<file path="config.mk">
export PLATFORM = sky130hd
export DESIGN_NAME = register_file_arbiter
export DESIGN_NICKNAME = d
export VERILOG_FILES = /design/src/rtl/register_file_arbiter.sv
export SDC_FILE = /design/constraint.sdc
export NUM_CORES = 1
export LEC_CHECK = 0
export BUFFER_PORTS_ARGS = -buffer_cell sky130_fd_sc_hd__buf_4
export CORE_UTILIZATION = 35
export CTS_CLUSTER_DIAMETER = 100
export CTS_CLUSTER_SIZE = 24
export DETAILED_ROUTE_END_ITERATION = 12
export GPL_TIMING_DRIVEN = 0
export PLACE_DENSITY = 0.62
export SLEW_MARGIN = 0
export SYNTH_ARGS = -nofsm -noshare
export SYNTH_HDL_FRONTEND = slang
export SYNTH_SLANG_ARGS = --single-unit
</file>
<file path="constraint.sdc">
create_clock -name clk -period 3.15 [get_ports clk]
set_clock_uncertainty 0.15 [all_clocks]
set_input_delay 0.1575 -clock clk [delete_from_list [all_inputs] [get_ports clk]]
set_output_delay 0.1575 -clock clk [all_outputs]
set_load 0.05 [all_outputs]
</file>
<file path="src/rtl/register_file_arbiter.sv">
// register_file_arbiter: round-robin arbiter sharing one register_file port among NUM_REQUESTERS masters,
// one outstanding transaction at a time, with timeout and out-of-range error responses.
module register_file_arbiter #(
    parameter int DATA_WIDTH          = 8,
    parameter int REGISTER_FILE_DEPTH = 16,
    parameter int NUM_REQUESTERS      = 2,
    parameter int READ_TIMEOUT        = 4,
    localparam int ADDR_W = $clog2(REGISTER_FILE_DEPTH),
    localparam int GW     = $clog2(NUM_REQUESTERS),
    localparam int TW     = $clog2(READ_TIMEOUT + 1)
) (
    input  logic                                 clk,
    input  logic                                 reset,
    input  logic [NUM_REQUESTERS-1:0]            req_valid,
    input  logic [NUM_REQUESTERS-1:0]            req_write,
    input  logic [NUM_REQUESTERS*ADDR_W-1:0]     req_address,
    input  logic [NUM_REQUESTERS*DATA_WIDTH-1:0] req_write_data,
    output logic [NUM_REQUESTERS-1:0]            req_ready,
    output logic [NUM_REQUESTERS-1:0]            rsp_valid,
    output logic                                 rsp_error,
    output logic [DATA_WIDTH-1:0]                rsp_data,
    output logic [ADDR_W-1:0]                    register_file_address,
    output logic                                 register_file_write_en,
    output logic [DATA_WIDTH-1:0]                register_file_write_data,
    output logic                                 register_file_read_en,
    input  logic                                 register_file_read_data_valid,
    input  logic [DATA_WIDTH-1:0]                register_file_read_data
);
    typedef enum logic [1:0] {IDLE, ACCESS, WAIT_RD} state_t;
    state_t state, state_next;
    logic [GW-1:0] last_grant, winner, grant;
    logic [ADDR_W-1:0] win_address;
    logic [DATA_WIDTH-1:0] win_data;
    logic win_write, win_in_range, cur_write, cur_in_range, rd_ok, rd_timeout, rsp_fire;
    logic [TW-1:0] timer;

    // Scan farthest-to-nearest from last_grant so the nearest valid requester overwrites last.
    always_comb begin
        winner = last_grant;
        for (int k = NUM_REQUESTERS; k >= 1; k--)
            if (req_valid[(int'(last_grant) + k) % NUM_REQUESTERS])
                winner = GW'((int'(last_grant) + k) % NUM_REQUESTERS);
        win_address  = req_address[int'(winner)*ADDR_W +: ADDR_W];
        win_data     = req_write_data[int'(winner)*DATA_WIDTH +: DATA_WIDTH];
        win_write    = req_write[winner];
        win_in_range = int'(win_address) < REGISTER_FILE_DEPTH;
        rd_ok        = state == WAIT_RD && register_file_read_data_valid;
        rd_timeout   = state == WAIT_RD && int'(timer) == READ_TIMEOUT - 1;
        rsp_fire     = rd_ok || rd_timeout || (state == ACCESS && !cur_write && !cur_in_range);
    end

    always_comb begin
        state_next = state;
        case (state)
            IDLE:    state_next = |req_valid ? ACCESS : IDLE;
            ACCESS:  state_next = (cur_write || !cur_in_range) ? IDLE : WAIT_RD;
            WAIT_RD: state_next = (rd_ok || rd_timeout) ? IDLE : WAIT_RD;
            default: state_next = IDLE;
        endcase
    end

    always_ff @(posedge clk) begin
        if (reset) state <= IDLE;
        else state <= state_next;
    end

    always_ff @(posedge clk) begin
        if (reset) begin
            last_grant               <= GW'(NUM_REQUESTERS - 1);
            grant                    <= '0;
            cur_write                <= 1'b0;
            cur_in_range             <= 1'b0;
            timer                    <= '0;
            req_ready                <= '0;
            rsp_valid                <= '0;
            rsp_error                <= 1'b0;
            rsp_data                 <= '0;
            register_file_address    <= '0;
            register_file_write_en   <= 1'b0;
            register_file_write_data <= '0;
            register_file_read_en    <= 1'b0;
        end else begin
            req_ready              <= '0;
            rsp_valid              <= '0;
            register_file_write_en <= 1'b0;
            register_file_read_en  <= 1'b0;
            timer                  <= state == WAIT_RD ? timer + 1'b1 : '0;
            if (state == IDLE && |req_valid) begin
                grant                    <= winner;
                last_grant               <= winner;
                cur_write                <= win_write;
                cur_in_range             <= win_in_range;
                register_file_address    <= win_address;
                register_file_write_data <= win_data;
                req_ready                <= NUM_REQUESTERS'(1) << winner;
                register_file_write_en   <= win_write && win_in_range;
                register_file_read_en    <= !win_write && win_in_range;
            end
            if (rsp_fire) begin
                rsp_valid <= NUM_REQUESTERS'(1) << grant;
                rsp_error <= !rd_ok;
                rsp_data  <= rd_ok ? register_file_read_data : '0;
            end
        end
    end
endmodule

</file>
-- Word-level counts from Yosys, hierarchy flattened
Cells that the tools add are included.
- register bits after elaboration: 36
- bits of input ports: 39
- output and inout port bits: 27
- add/sub/neg operators: 3
- order comparisons: 3
- eq/ne operators: 3
- shifts and indexed selects: 4
- muxes and demuxes: 15
- bitwise gates (word level): 5
- reduce and logical (&&, ||, !) cells: 17
- operator list (cell ; count):
    $shiftx 16x5->8 ; 1
    $mux 1 ; 11
    $mux 8 ; 1
    $reduce_or 2->1 ; 4
    $shiftx 8x4->4 ; 1
    $lt 2x3->1 const B ; 2
    $pmux 2 s3 ; 1
    $logic_and 1x1->1 ; 5
    $logic_not 1->1 ; 4
    $mux 2 ; 2
    $shl 1x1->2 const A ; 2
    $add 3x1->3 const B ; 1
    $eq 3x3->1 const B ; 1
    $logic_or 1x1->1 ; 3
    $not 1->1 ; 3
    $add 1x1->1 const B ; 2
    $and 1x1->1 const A ; 2
    $eq 2x1->1 const B ; 1
    $eq 2x2->1 const B ; 1
    $logic_not 2->1 ; 1
    $lt 1x2->1 const B ; 1

-- Logic depth before layout (Yosys ltp)
Gate-level depths: netlist of the first run.
- word-level depth: 10
- mapped depth: 5
- mapped depth without buffers: 5

-- Worst setup path after synthesis of the first run
No wires, ideal clock.
- path type: flip-flop to flip-flop
- start: register timer[0]
- end: register rsp_data[0]
- setup time: 0.060 ns
- data arrival time: 1.427 ns
- required time: 2.940 ns
- slack: 1.513 ns
- stages on the path, launching flop included: 6
- path buffers: 0
- period minus slack after synthesis: 1.637 ns
- cells stage by stage: dfxtp_1 -> ha_1 -> ha_1 -> or2_1 -> a211oi_4 -> a22o_1
- longest elaborated chain between the ends: 4
- ends and longest elaborated chain (item ; RTL line ; text):
    start: declaration ; 35 ; logic [TW-1:0] timer;
    start signal: assignment ; 87 ; timer <= state == WAIT_RD ? timer + 1'b1 : '0;
    $eq 3x3->1 ; 48 ; rd_timeout = state == WAIT_RD && int'(timer) == READ_TIMEOUT - 1;
    $logic_and 1x1->1 ; 48 ;
    $logic_or 1x1->1 (2 in series) ; 49 ; rsp_fire = rd_ok || rd_timeout || (state == ACCESS && !cur_write && !cur_in_range);
    end signal: assignment ; 102 ; rsp_data <= rd_ok ? register_file_read_data : '0;
    end: declaration ; 21 ; output logic [DATA_WIDTH-1:0] rsp_data,
Every way passes these cells.
A chain may end at the register's enable or synchronous reset.

-- Final worst setup path of the first run
- start: register timer[0]
- end: register rsp_data[5]
The elaborated chain is that of the path after synthesis.

==> flow_summary_export.csv, run 1 <==
group,metric,value,unit
status,status,"completed",
logic_synthesis,async_flop_share,0,%
worst_setup_path,crit_fanout,8,
routing,wl_met3,272,um
worst_setup_path,path_common_cell,"ha_1",
pwr,vdd_drop_max,265,uV
die,die_w,67.0,um
die,core,4030,um2
clocking,cts_resized,0,
clocking,clock-sinks,36,
placement,dp_hpwl,2840,um
sta,fin_crit,1.79,ns
die,dieHeight,67.0,um
global_route,grt_max_degree,12,
routing,via_per_inst,5.18,
logic_synthesis,yosysTopAreaCellShare,48.7,%
global_route,grt_use_total,18.7,%
routing,dr_total_vias,1477,
finish,nNetsFinal,275,
finish,fillers,363,
routing,routed_wirelength,3950,um
worst_setup_path,crit_arrival,1.87,ns
global_route,gr-total-overflow,0,
finish,drive_gt1_share,37.0,%
placement,port_buffers,64,
logic_synthesis,synthesis.nets,193,
routing,met2WireLength,1850,um
worst_setup_path,critPathRequiredTime,3.23,ns
logic_synthesis,syn_area,1480,um2
worst_setup_path,critPathKind,"flop to flop",
routing,wire_per_inst,13.9,um
clocking,clock_latency,0.28,ns
logic_synthesis,seq_area_frac_synth,48.7,%
logic_synthesis,avgSynthCellArea,9.74,um2
placement,dpl_worst_slack,1.36,ns
hold_path,min_path_type,"input port to flop",
worst_setup_path,start_kind,"flop",
logic_synthesis,synthTopCellsByArea,"dfxtp_1 49%, a311oi_1 7.7%, a21oi_1 5.1%",
worst_setup_path,critPathMaxStageDelay,0.41,ns
die,ios,66,
global_route,antenna_found_initial,0,
sta,drv_slew,0,
sta,rsz0062_at_grt,"no",
sta,finalSetupViolations,0,
routing,top_layer,"met4",
pwr,leakagePower,0.971,nW
sta,hold_viol,0,
sta,max_freq,560,MHz
routing,first_pass_iters,4,
finish,syn_to_final_growth,51.4,%
logic_synthesis,netlist_instances,152,
routing,final_antenna_net_count,0,
routing,wl_met1,1790,um
clocking,cts-root-buf,"clkbuf_8",
logic_synthesis,synth_area_leader_cell,"dfxtp_1",
placement,routabilityCongestion,0.752,
finish,stdcell_area,2240,um2
worst_setup_path,worst_path_max_delay_cell,"a211oi_4",
die,num_rows,23,
routing,first_iter_violations,50,
global_route,grt_pass1_vias,1389,
finish,antenna_cells,0,
sta,worst_slack,1.36,ns
logic_synthesis,ys_seq_elements,36,
sta,max_slew.worst_pin.slew,0.508,ns
logic_synthesis,ys.flop_type,"dfxtp_1",
clocking,cts_tree,"yes",
clocking,clk_pin_slew,0.07,ns
logic_synthesis,yosysWarnings,0,
sta,period_share,56.7,%
logic_synthesis,synth_edf_count,0,
sta,maxSlewHeadroom,66.2,%
pwr,powerDensity,543,nW/um2
logic_synthesis,synth_cell_types,35,
clocking,cts_buffers,5,
clocking,clock_path_buffers,2,
worst_setup_path,crit_chain,"ha_1 > ha_1 > or2_1 > a211oi_4 > a22o_1",
sta,tns,0,ns
global_route,grt_pass1_wl,6200,um
worst_setup_path,endpoint_kind,"flop",
run,drv_cap,0,
clocking,cts_max_level,2,
routing,drc,0,
die,initial_core_util,36.7,%
placement,placed_area,2020,um2
die,die_area,4490,um2
synth_stat cells, types with 2 or more instances:
| library cell | count |
|---|---|
| nand3_1 | 13 |
| nand2_1 | 3 |
| a211oi_1 | 2 |
| nor3b_1 | 2 |
| clkbuf_1 | 4 |
| ha_1 | 2 |
| nor2_1 | 7 |
| o21ai_0 | 13 |
| inv_1 | 4 |
| and2_1 | 3 |
| a22o_1 | 8 |
| a311oi_1 | 13 |
| a21oi_1 | 15 |
| buf_4 | 4 |
| or2_1 | 2 |
| dfxtp_1 | 36 |
| buf_2 | 3 |
layout by cell type (no fill, tap or decap), drive strengths merged, types with 4 or more instances in the layout:
cell type	count
dlygate4sd3	11
nor2	8
dfxtp	36
clkbuf	11
a311oi	13
a21oi	16
o21ai	13
nand3	13
a22o	8
buf	72
inv	4
what timing repair did:
action | 4_1_cts | 5_1_grt
setup endpoints to repair | 0 | 0
hold buffers | 11 | 0
buffers inserted | 0 | 0
hold endpoints to repair | 11 | 0
flip-flops by register name, summed over array words and instances (netlist names), 2 cells and up:
| signal | cells |
|---|---|
| register_file_write_data | 8 |
| register_file_address | 4 |
| rsp_data | 8 |
| state | 2 |
| rsp_valid | 2 |
| req_ready | 2 |
| timer | 3 |
power by group:
part	internal, W	switching [W]
Sequential	0.000490	0.0000247
Clock	0.000235	0.000156
Combinational	0.000122	0.000190
Total	0.000847	0.000370
per-layer routing:
metal | track usage, % | vias up
met1 | 21.6 | 677
met4 | 5.59 | 0
li1 | - | 734
met3 | 5.65 | 5
met5 | 0 | -
met2 | 32.6 | 61
layout make-up:
cell class	instances	area [um2]	area share (%)
sequential	36	721	32.2
multi-input combinational	99	676	30.2
timing repair buffer	75	591	26.4
clock buffer	6	72.6	3.24
buffer	13	68.8	3.07
tap	50	62.6	2.79
clock inverter	2	35.0	1.56
inverter	4	15.0	0.670
stage by stage:
| stage | cells | power [W] | hold slack (ns) | util [%] |
|---|---|---|---|---|
| after CTS | 285 | 0.00123 | 0.00110 | 55.6 |
| after global placement | 266 | 0.000820 | 0.215 | 50.2 |
| after floorplan | 152 | 0.000717 | 0.0969 | - |
| final | 285 | 0.00122 | 0.00715 | 55.6 |
| after detailed placement | 266 | 0.000826 | 0.221 | 50.2 |
| after global routing | 285 | 0.00127 | 0.00467 | 55.6 |
path summary, 6_finish.rpt:
kind,start,to,slack (ns),cells past startpoint
worst max-delay path,timer[0]$_SDFF_PP0_,rsp_data[5]$_SDFFE_PP0P_,1.36,5
worst min-delay path,req_write_data[11],register_file_write_data[3]$_SDFFE_PP0P_,0.007,3
worst max register to register,timer[0]$_SDFF_PP0_,rsp_data[5]$_SDFFE_PP0P_,1.36,5
worst min register to register,timer[0]$_SDFF_PP0_,timer[0]$_SDFF_PP0_,0.27,1
critical path, delay by kind of cell, from the launching register on:
family / cells / cell delay, ns
adder cells (fa/ha/maj): 2 / 0.40
AO/OA/AOI/OAI: 2 / 0.61
flip-flops: 1 / 0.31
AND/OR/NAND/NOR: 1 / 0.27
cell families (layout without fill, tap and decap cells):
| logic type | count (synthesis) | in the layout | synth area share, % |
|---|---|---|---|
| AO/OA/AOI/OAI | 57 | 57 | 27.4 |
| adder cells (fa/ha/maj) | 2 | 2 | 1.69 |
| buffers and inverters | 17 | 100 | 5.66 |
| flip-flops | 36 | 36 | 48.7 |
| AND/OR/NAND/NOR | 40 | 40 | 16.6 |
(Power assumes the default switching activity.)
==> inputs of run 2 (changes only) <==
- PLACE_DENSITY: 0.62 -> 0.65
- clock period: 3.15 -> 1.45 ns (I/O delays scaled with it)
==> flow_summary_export.csv, run 2 (synthesis gave the netlist of run 1 again) <==
group,metric,value,unit
sta,hold_viol,0,
routing,drc,0,
sta,fin_crit,1.58,ns
clocking,clk_pin_slew,0.07,ns
worst_setup_path,critPathRequiredTime,1.53,ns
placement,dp_hpwl,2770,um
hold_path,min_from,"req_write[0]",
clocking,clock_path_buffers,2,
clocking,cts-root-buf,"clkbuf_8",
sta,maxSlewHeadroom,65.9,%
status,status,"finished with violations",
die,dieHeight,67.0,um
routing,first_iter_violations,52,
clocking,cts_max_level,2,
global_route,met3_usage,6.34,%
sta,period_share,109,%
global_route,grt_util_met1,24.2,%
finish,reg.largest.list,"register_file_write_data x8, rsp_data x8, register_file_address x4",
routing,first_pass_iters,4,
global_route,antenna_found_initial,0,
pwr,vdd_drop_max,485,uV
sta,max_freq,633,MHz
sta,worst_slack,-0.131,ns
die,die_area,4490,um2
pwr,totalPowerFinal,0.00257,W
routing,wire_per_inst,14.0,um
pwr,leakagePower,1.09,nW
worst_setup_path,endpoint_kind,"flop",
finish,regArea,727,um2
global_route,grt_pass1_vias,1575,
clocking,clock_latency,0.28,ns
hold_path,whs_path_depth,3,
sta,finalSetupViolations,11,
finish,drive_gt1_share,39.5,%
sta,drv_slew,0,
die,core,4030,um2
finish,syn_to_final_growth,73.5,%
finish,final_common_cell,"buf_4",
routing,routed_wirelength,4370,um
finish,nNetsFinal,304,
global_route,grt_max_degree,12,
finish,mostFrequentLayoutCells,"74 x buf_4, 34 x dlygate4sd3_1, 31 x dfxtp_1, 15 x a21oi_1",
pwr,powerDensity,1000,nW/um2
clocking,cts_tree,"yes",
worst_setup_path,worstReg2RegEnd,"rsp_data[4]$_SDFFE_PP0P_",
worst_setup_path,start_kind,"flop",
finish,final_util,63.7,%
routing,final_antenna_net_count,0,
global_route,grt_use_total,20.9,%
die,ios,66,
sta,max_slew.worst_pin.slew,0.511,ns
worst_setup_path,crit_fanout,8,
placement,routabilityCongestion,0.769,
die,num_rows,23,
finish,fillers,331,
routing,via_per_inst,5.12,
worst_setup_path,crit_arrival,1.66,ns
finish,antenna_cells,0,
worst_setup_path,r2r_cells,6,
worst_setup_path,reg2reg_slack,-0.13,ns
clocking,cts_buffers,5,
run,drv_cap,0,
status,violations,"negative setup slack",
routing,dr_total_vias,1601,
hold_path,min_path_type,"input port to flop",
worst_setup_path,reg2reg_from,"timer[0]$_SDFF_PP0_",
sta,rsz0062_at_grt,"yes",
global_route,gr-total-overflow,0,
finish,multi_input_area,731,um2
placement,port_buffers,64,
worst_setup_path,critPathKind,"flop to flop",
clocking,clock-sinks,36,
die,die_w,67.0,um
global_route,grt_pass1_wl,6950,um
global_route,grt_use_met2,35.6,%
hold_path,holdPathEnd,"register_file_write_en$_SDFF_PP0_",
die,initial_core_util,36.7,%
global_route,grt.busiest_layer,"met2",
[run 2: worst max-delay path by stage]
stage                   startpoint                        to  slack (ns)
2_1_floorplan  timer[0]$_SDFF_PP0_  rsp_data[0]$_SDFFE_PP0P_       -0.10
3_3_place_gp   timer[0]$_SDFF_PP0_  rsp_data[0]$_SDFFE_PP0P_       -0.22
3_5_place_dp   timer[0]$_SDFF_PP0_  rsp_data[4]$_SDFFE_PP0P_       -0.21
4_1_cts        timer[0]$_SDFF_PP0_  rsp_data[4]$_SDFFE_PP0P_       -0.16
5_1_grt        timer[0]$_SDFF_PP0_  rsp_data[4]$_SDFFE_PP0P_       -0.18
6_report       timer[0]$_SDFF_PP0_  rsp_data[4]$_SDFFE_PP0P_       -0.13
[run 2: timing repair]
action / CTS / global route
hold buffers: 34 / 0
setup endpoints to repair: 23 / 24
setup buffers: 3 / 3
gates resized for setup: 3 / 15
pin swaps: 9 / 5
endpoints found under the hold margin: 23 / 0
[run 2: final cells by class]
type / count / share of cell area, %
well taps: 50 / 2.44
clock inverters: 2 / 0.487
inverters: 4 / 0.585
flip-flops and latches: 36 / 28.3
repair buffers: 104 / 33.9
plain buffers: 13 / 3.17
multi-input cells: 99 / 28.5
clock buffers: 5 / 2.68
[run 2: critical path, stage by stage (launching register included)]
cell and delay, ns:
dfxtp_2 0.33, ha_4 0.16, ha_4 0.15, or2_4 0.24
a211oi_4 0.21, buf_6 0.15, a22o_1 0.13
[run 2: power by group]
part | total (W) | internal, W | switching (W)
clock network | 0.000671 | 0.000325 | 0.000346
logic | 0.000773 | 0.000339 | 0.000434
registers | 0.00113 | 0.00107 | 0.0000599
total | 0.00257 | 0.00173 | 0.000840
[run 2: layer usage]
metal,vias up,wire length [um]
met1,737,1870
met3,7,279
met5,-,0
met4,0,63
met2,67,2160
li1,790,-
[run 2: metrics by stage]
step | instances | worst slack, ns | TNS (ns) | cell area [um2] | hold WS (ns)
2_1_floorplan | 152 | -0.103 | -0.827 | 1510 | 0.0119
3_3_place_gp | 266 | -0.217 | -2.87 | 2050 | 0.132
3_5_place_dp | 266 | -0.210 | -2.89 | 2050 | 0.136
4_1_cts | 310 | -0.161 | -1.70 | 2510 | 0.0259
5_1_grt | 313 | -0.178 | -1.78 | 2570 | 0.0437
6_report | 313 | -0.131 | -1.19 | 2570 | 0.0267
==> inputs of run 3 (changes only) <==
- CORE_UTILIZATION: 35 -> 41
- PLACE_DENSITY: 0.65 -> 0.74
==> flow_summary_export.csv, run 3 (synthesis gave the netlist of run 1 again) <==
group,metric,value,unit
hold_path,min_path_type,"input port to flop",
run,drv_cap,0,
routing,final_antenna_net_count,0,
routing,drc,0,
sta,drv_slew,0,
clocking,cts_buffers,5,
die,die_area,3850,um2
routing,wire_per_inst,14.7,um
global_route,grt_max_degree,13,
worst_setup_path,start_kind,"flop",
pwr,powerDensity,1010,nW/um2
die,dieHeight,62.1,um
sta,max_slew.worst_pin.slew,0.526,ns
die,num_rows,21,
worst_setup_path,critPathRequiredTime,1.59,ns
sta,fin_crit,1.64,ns
global_route,grt_pass1_vias,1472,
global_route,grt_pass1_wl,6640,um
finish,mostFrequentLayoutCells,"70 x buf_4, 36 x dlygate4sd3_1, 31 x dfxtp_1, 15 x a21oi_1",
finish,nNetsFinal,302,
sta,hold_viol,0,
routing,dr_total_vias,1633,
worst_setup_path,endpoint_kind,"flop",
global_route,gr-total-overflow,0,
finish,syn_to_final_growth,72.9,%
die,ios,66,
routing,first_iter_violations,49,
finish,final_util,75.5,%
clocking,clk_pin_slew,0.11,ns
clocking,cts_max_level,2,
die,die_w,62.1,um
placement,dp_hpwl,2880,um
clocking,clock_latency,0.34,ns
clocking,cts_tree,"yes",
routing,first_pass_iters,4,
status,status,"finished with violations",
worst_setup_path,crit_fanout,8,
finish,antenna_cells,0,
clocking,clock_path_buffers,2,
clocking,clock-sinks,36,
sta,rsz0062_at_grt,"yes",
pwr,leakagePower,1.09,nW
global_route,antenna_found_initial,0,
routing,routed_wirelength,4540,um
placement,dpl_worst_slack,-0.205,ns
clocking,cts-root-buf,"clkbuf_4",
pwr,vdd_drop_max,603,uV
sta,period_share,113,%
sta,maxSlewHeadroom,64.9,%
sta,max_freq,610,MHz
sta,worst_slack,-0.189,ns
placement,routabilityCongestion,0.724,
worst_setup_path,critPathKind,"flop to flop",
global_route,grt_use_total,24.5,%
finish,drive_gt1_share,38.9,%
status,violations,"negative setup slack",
sta,finalSetupViolations,11,
finish,reg.largest.list,"register_file_write_data x8, rsp_data x8, register_file_address x4",
die,initial_core_util,43.7,%
die,core,3390,um2
finish,final_common_cell,"buf_4",
worst_setup_path,crit_arrival,1.78,ns
routing,via_per_inst,5.30,
placement,port_buffers,64,
## run 3: cell count changes in the layout (fill, tap and decap cells not counted), moves of 2 or more
cell	change
clkbuf_4	+5
dlygate4sd3_1	+2
buf_4	-4
clkbuf_8	-5
## run 3: metal layers
| metal | vias up | GRT usage (%) | part of all wire (%) |
|---|---|---|---|
| li1 | 790 | - | - |
| met5 | - | 0 | 0 |
| met4 | 0 | 11.1 | 1.6 |
| met2 | 66 | 41.3 | 51 |
| met3 | 6 | 8.70 | 6.0 |
| met1 | 771 | 27.6 | 41 |
## run 3: worst max-delay path, stage by stage (launching register included)
cell      delay, ns
dfxtp_2        0.35
ha_4           0.16
ha_4           0.15
or2_4          0.24
a211oi_4       0.36
a22o_1         0.19
## run 3: final timing paths
path / from / slack [ns] / cells past startpoint / to
worst min register to register: rsp_error$_SDFFE_PP0P_ / 0.33 / 2 / rsp_error$_SDFFE_PP0P_
worst min-delay path: reset / 0.03 / 2 / req_ready[1]$_SDFF_PP0_
worst max-delay path: timer[0]$_SDFF_PP0_ / -0.19 / 5 / rsp_data[6]$_SDFFE_PP0P_
worst max register to register: timer[0]$_SDFF_PP0_ / -0.19 / 5 / rsp_data[6]$_SDFFE_PP0P_
## run 3: timing repair
action                                  4_1_cts  5_1_grt
cloned                                        0        0
endpoints found under the setup margin       23       26
gates resized for setup                       1       19
buffers inserted                              1        2
endpoints found under the hold margin        26        0
hold buffers                                 36        0
pin swaps                                     9        7
## run 3: layout make-up
| class | instances | area (um2) |
|---|---|---|
| flip-flops and latches | 36 | 729 |
| plain buffers | 12 | 83.8 |
| inverters | 4 | 15.0 |
| clock buffers | 5 | 37.5 |
| clock inverters | 3 | 42.5 |
| multi-input cells | 99 | 729 |
| well taps | 46 | 57.6 |
| repair buffers | 103 | 863 |
| fillers | 216 | 831 |
## run 3: through the flow
step           instance area [um2]  TNS (ns)  instances  power (W)  hold WS, ns
2_1_floorplan                 1510    -0.827        152    0.00156       0.0119
3_3_place_gp                  2050     -1.91        262    0.00178        0.136
3_5_place_dp                  2050     -2.82        262    0.00179        0.140
4_1_cts                       2500     -3.51        307    0.00257       0.0194
5_1_grt                       2560     -2.34        308    0.00273       0.0281
6_report                      2560     -1.85        308    0.00259       0.0251
## run 3: power breakdown
group          leakage, nW  internal [W]  switching, W  total (W)
combinational        0.749      0.000331      0.000438   0.000769
clock               0.0412      0.000359      0.000340   0.000699
sequential           0.297       0.00107     0.0000582    0.00112
total                 1.09       0.00176      0.000836    0.00259
